==> config.mk <==
export PLATFORM = sky130hd
export DESIGN_NAME = uart_tx_arbiter
export DESIGN_NICKNAME = d
export VERILOG_FILES = /design/src/rtl/uart_tx_arbiter.sv
export SDC_FILE = /design/constraint.sdc
export NUM_CORES = 1
export LEC_CHECK = 0
export ABC_AREA = 0
export BUFFER_PORTS_ARGS = -buffer_cell sky130_fd_sc_hd__buf_4
export CAP_MARGIN = 20
export CORE_UTILIZATION = 50
export DETAILED_ROUTE_END_ITERATION = 10
export GPL_TIMING_DRIVEN = 0
export PLACE_DENSITY = 0.77
export SLEW_MARGIN = 30
export SYNTH_ARGS = -nofsm -noshare
export SYNTH_HDL_FRONTEND = slang
export SYNTH_SLANG_ARGS = --single-unit
==> constraint.sdc <==
create_clock -name clk -period 6.7 [get_ports clk]
set_input_delay 0.67 -clock clk [delete_from_list [all_inputs] [get_ports clk]]
set_output_delay 0.67 -clock clk [all_outputs]
set_load 0.05 [all_outputs]
==> src/rtl/uart_tx_arbiter.sv <==
// Round-robin (per frame) arbiter merging two byte requesters onto one UART
// transmitter, with an inter-frame gap. Optional stall timeout: define UART_ARB_TIMEOUT_EN.
module uart_tx_arbiter #(
    parameter int GAP_TICKS     = 160,
    parameter int TIMEOUT_TICKS = 4096
) (
    input  logic       clk,
    input  logic       reset,
    input  logic       tick,
    input  logic       req0_valid,
    input  logic [7:0] req0_data,
    input  logic       req0_last,
    output logic       req0_ready,
    input  logic       req1_valid,
    input  logic [7:0] req1_data,
    input  logic       req1_last,
    output logic       req1_ready,
    output logic       tx_valid,
    output logic [7:0] tx_data,
    input  logic       tx_ready,
    output logic [1:0] grant,
    output logic       busy,
    output logic       timeout_err
);

    localparam int CNT_MAX = (GAP_TICKS > TIMEOUT_TICKS) ? GAP_TICKS : TIMEOUT_TICKS;
    localparam int CW      = (CNT_MAX > 0) ? $clog2(CNT_MAX + 1) : 1;
    localparam logic [CW-1:0] CNT_ZERO = {CW{1'b0}};
    localparam logic [CW-1:0] CNT_ONE  = CW'(1);
    localparam logic [CW-1:0] GAP_LOAD = CW'(GAP_TICKS);
`ifdef UART_ARB_TIMEOUT_EN
    localparam logic [CW-1:0] TO_LAST  = CW'(TIMEOUT_TICKS - 1);
`endif

    typedef enum logic [1:0] {
        ST_IDLE = 2'd0,
        ST_XFER = 2'd1,
        ST_GAP  = 2'd2
    } state_t;

    state_t        state_q, state_d;
    logic [1:0]    grant_q, grant_d;
    logic          last1_q, last1_d;   // 1: req1 was served last, so req0 wins the next tie
    logic [CW-1:0] cnt_q, cnt_d;
    logic          busy_q, busy_d;
    logic          timeout_err_q, timeout_err_d;

    logic          sel_valid_s;
    logic [7:0]    sel_data_s;
    logic          sel_last_s;
    logic          beat_s;
    logic          frame_end_s;

    // Route the granted requester's signals
    always_comb begin
        sel_valid_s = 1'b0;
        sel_data_s  = 8'h00;
        sel_last_s  = 1'b0;
        if (grant_q[0]) begin
            sel_valid_s = req0_valid;
            sel_data_s  = req0_data;
            sel_last_s  = req0_last;
        end else if (grant_q[1]) begin
            sel_valid_s = req1_valid;
            sel_data_s  = req1_data;
            sel_last_s  = req1_last;
        end else begin
            sel_valid_s = 1'b0;
        end
    end

    assign beat_s = (state_q == ST_XFER) && sel_valid_s && tx_ready;

    // Next-state and datapath update
    always_comb begin
        state_d       = state_q;
        grant_d       = grant_q;
        last1_d       = last1_q;
        cnt_d         = cnt_q;
        timeout_err_d = 1'b0;
        frame_end_s   = 1'b0;
        case (state_q)
            ST_IDLE: begin
                if (req0_valid && (!req1_valid || last1_q)) begin
                    grant_d = 2'b01;
                    state_d = ST_XFER;
                end else if (req1_valid) begin
                    grant_d = 2'b10;
                    state_d = ST_XFER;
                end else begin
                    grant_d = 2'b00;
                end
            end
            ST_XFER: begin
                frame_end_s = beat_s && sel_last_s;
`ifdef UART_ARB_TIMEOUT_EN
                if (beat_s) begin
                    cnt_d = CNT_ZERO;
                end else if (tick && !sel_valid_s) begin
                    if (cnt_q >= TO_LAST) begin
                        timeout_err_d = 1'b1;
                        frame_end_s   = 1'b1;
                    end else begin
                        cnt_d = cnt_q + CNT_ONE;
                    end
                end else begin
                    cnt_d = cnt_q;
                end
`endif
                if (frame_end_s) begin
                    last1_d = grant_q[1];
                    if (GAP_TICKS > 0) begin
                        state_d = ST_GAP;
                        cnt_d   = GAP_LOAD;
                    end else begin
                        state_d = ST_IDLE;
                        grant_d = 2'b00;
                        cnt_d   = CNT_ZERO;
                    end
                end else begin
                    state_d = ST_XFER;
                end
            end
            ST_GAP: begin
                if (tick) begin
                    if (cnt_q <= CNT_ONE) begin
                        state_d = ST_IDLE;
                        grant_d = 2'b00;
                        cnt_d   = CNT_ZERO;
                    end else begin
                        cnt_d = cnt_q - CNT_ONE;
                    end
                end else begin
                    cnt_d = cnt_q;
                end
            end
            default: begin
                state_d = ST_IDLE;
                grant_d = 2'b00;
                cnt_d   = CNT_ZERO;
            end
        endcase
        busy_d = (state_d != ST_IDLE);
    end

    // State register
    always_ff @(posedge clk or posedge reset) begin
        if (reset) begin
            state_q <= ST_IDLE;
        end else begin
            state_q <= state_d;
        end
    end

    // Grant, pointer, counter and status registers
    always_ff @(posedge clk or posedge reset) begin
        if (reset) begin
            grant_q       <= 2'b00;
            last1_q       <= 1'b1;
            cnt_q         <= CNT_ZERO;
            busy_q        <= 1'b0;
            timeout_err_q <= 1'b0;
        end else begin
            grant_q       <= grant_d;
            last1_q       <= last1_d;
            cnt_q         <= cnt_d;
            busy_q        <= busy_d;
            timeout_err_q <= timeout_err_d;
        end
    end

    // Byte path is transparent only while a frame is in flight
    always_comb begin
        tx_valid   = 1'b0;
        tx_data    = 8'h00;
        req0_ready = 1'b0;
        req1_ready = 1'b0;
        if (state_q == ST_XFER) begin
            tx_valid   = sel_valid_s;
            tx_data    = sel_data_s;
            req0_ready = grant_q[0] & tx_ready;
            req1_ready = grant_q[1] & tx_ready;
        end else begin
            tx_valid = 1'b0;
        end
    end

    assign grant       = grant_q;
    assign busy        = busy_q;
    assign timeout_err = timeout_err_q;

endmodule

==> run metrics <==
RSZ-0062 raised after global routing no; design area 1713 um^2; Worst Path Arrival 1.98 ns; Final ANT Viol Nets 0; Worst-Margin Slew 0.7312 ns; Die Ht 54.37 um; Nets 230; ys flop type dfrtp_1; Synthesized Nets 188; hpwl dp 2533 um; Pint 267.2 uW; Worst Setup End Kind primary output; CP required 6.03 ns; share of layout cells above drive strength 1 0.2714; DR vias/cell 5.956; Critical path origin state_q[1]; post-CTS setup buffers 0; run status complete, no violations; max-slew violation count 0; R2R Path End cnt_q[11]; Core Region 2545 um^2; Hold Path Class in -> async; vias in the first global route 1172; final RePlAce weighted congestion 0.8165; CP Launch Type flip-flop; CTS tree done; Comb pwr share 0.602; Final Hold Viols 0; RR Startpoint state_q[0]; hold_ws 0.4813 ns; Num CTS Buffers 3; Core Util, Final 0.6731; DR pass1 iterations 5; initial antenna violation count 0; YS warnings 0; ys async rst share 1.000; Synth cell types 47; CP Capture Point req1_ready; Initial Util 0.5388; total power 525.5 uW; WL met2 1619 um; Slew headroom 0.5120; post-place instance area 1687 um^2; CP Class reg -> out; I/O pin count 39; routed len/inst 14.66 um; clock latency on the worst-skew pair 0.30 ns; Pleak 0.8109 nW; achievable frequency 377.4 MHz; Vias 1364; num rows 18; Layout area overhead 24.91%; maximum vdd ir drop 0.3240 mV; P_sw 258.3 uW; largest net degree at the start of global routing 20; CTS H-tree lvls 1; hold buffers post-CTS 0; Root Driver clkbuf_4; die width 54.37 um; IO buf count 37; switching share of power 0.4916; Post-Syn Area per Cell 8.679 um^2; grt ovf 0; setup TNS 0 ns; Synth Cell Area 1371 um^2; DRC violations left 0; Clk pwr share 0.113; gr usage total 0.2354; CTS max path bufs 2; max-cap violation count 0; sequential element share of the synthesized area 0.3476; CP max FO 10; Die Footprint 2956 um^2; Detail Route met3 WL 251 um; Pwr Density 306.8 nW/um^2; routed wire length 3357 um; first-pass GRT wire length 5092 um; Mapped Cells 158; 1st-iter DRT viols 63; clock slew at reported path FFs 0.11 ns; fin crit share 0.3955; Tmin final 2.650 ns; M1 wire length 1462 um; Seq pwr share 0.285; EDFF count, synth 0; Final setup viols 0; Register-to-Register Path Depth 7; max layer used met4; FF+latch count, synth 19; clock sinks 19; antenna fix cells 0; Max Clock Skew 0.004493 ns; flop2flop setup slack 4.14 ns; post_cts resized 0
## cell usage after synthesis (2+ instances only)
cell type | instances | area share
a22o_1 | 3 | 0.019
nor3_1 | 5 | 0.018
nor2_1 | 10 | 0.027
a31oi_1 | 2 | 0.0091
a21oi_1 | 10 | 0.036
ha_1 | 6 | 0.055
nor4_1 | 2 | 0.0091
nor2b_1 | 11 | 0.050
clkbuf_1 | 4 | 0.011
nand3_1 | 3 | 0.011
nand2_1 | 16 | 0.044
or4_4 | 2 | 0.016
and3_1 | 4 | 0.018
a22oi_1 | 8 | 0.044
o31ai_1 | 3 | 0.016
dfrtp_1 | 18 | 0.33
o21ai_0 | 13 | 0.047
mux2_4 | 2 | 0.022
a2bb2oi_1 | 2 | 0.013
inv_1 | 7 | 0.019
## registers in the layout, indices dropped and copies added, names as in the netlist
name     cells
state_q      2
last1_q      1
grant        2
busy         1
cnt_q       13
## through the flow
stage	instances	setup WS (ns)
2_1_floorplan	158	4.128
3_3_place_gp	225	4.249
3_5_place_dp	225	4.207
4_1_cts	229	4.058
5_1_grt	229	3.885
6_report	229	4.050
## worst min-delay path by stage
stage | startpoint | to | slack, ns | cells past startpoint
5_1_grt | reset | cnt_q[9] | 0.57 | 2
4_1_cts | reset | cnt_q[10] | 0.52 | 2
3_5_place_dp | cnt_q[11] | cnt_q[11] | 0.52 | 2
2_1_floorplan | cnt_q[11] | cnt_q[11] | 0.49 | 2
6_report | reset | cnt_q[8] | 0.48 | 2
3_3_place_gp | cnt_q[11] | cnt_q[11] | 0.51 | 2
## cells in the final DEF (no fill, tap or decap), types with 2 or more instances in the layout
cell type and instances:
dfrtp_1 18, nand2_1 16, o31ai_1 3, a22o_1 3
o21ai_0 13, clkbuf_1 5, a2bb2oi_1 2, nor3_1 5
or4_4 2, nor2b_1 11, a22oi_1 8, nor4_1 2
inv_1 7, mux2_4 2, and3_1 4, ha_1 6
buf_4 38, clkbuf_4 3, a31oi_1 2, a21oi_1 10
nand3_1 3, nor2_1 10
## critical path: stages, from the launching register on
cell and delay, ns:
dfrtp_1 0.43, inv_1 0.12, ha_1 0.16, clkbuf_1 0.29, clkbuf_1 0.28, and3_1 0.21
buf_4 0.19
## logic make-up after synthesis
logic type / count (synthesis) / synth area share
AO/OA/AOI/OAI: 53 / 0.2655
adder cells (fa/ha/maj): 6 / 0.05474
buffers and inverters: 14 / 0.04288
flip-flops: 19 / 0.3476
multiplexers: 3 / 0.03011
other: 1 / 0.002735
AND/OR/NAND/NOR: 62 / 0.2564
## per-layer routing
metal,GRT usage,vias up
li1,-,667
met1,0.3024,632
met2,0.4126,61
met3,0.03333,4
met4,0.05556,0
met5,0,-
## power groups by stage
stage,Combinational (mW),Sequential [mW],Clock [mW]
detailed placement,0.317,0.151,0
floorplan,0.213,0.168,0
global placement,0.311,0.150,0
CTS,0.317,0.149,0.0606
finish,0.316,0.150,0.0594
global route,0.345,0.152,0.0633
## layout make-up
type | instances | area (um^2)
plain buffers | 7 | 32.53
clock buffers | 4 | 26.28
fillers | 215 | 832.0
inverters | 7 | 26.28
multi-input cells | 125 | 835.8
flip-flops and latches | 19 | 476.7
well taps | 30 | 37.54
repair buffers | 37 | 277.8
No activity file was read; power rests on OpenSTA's default activity.
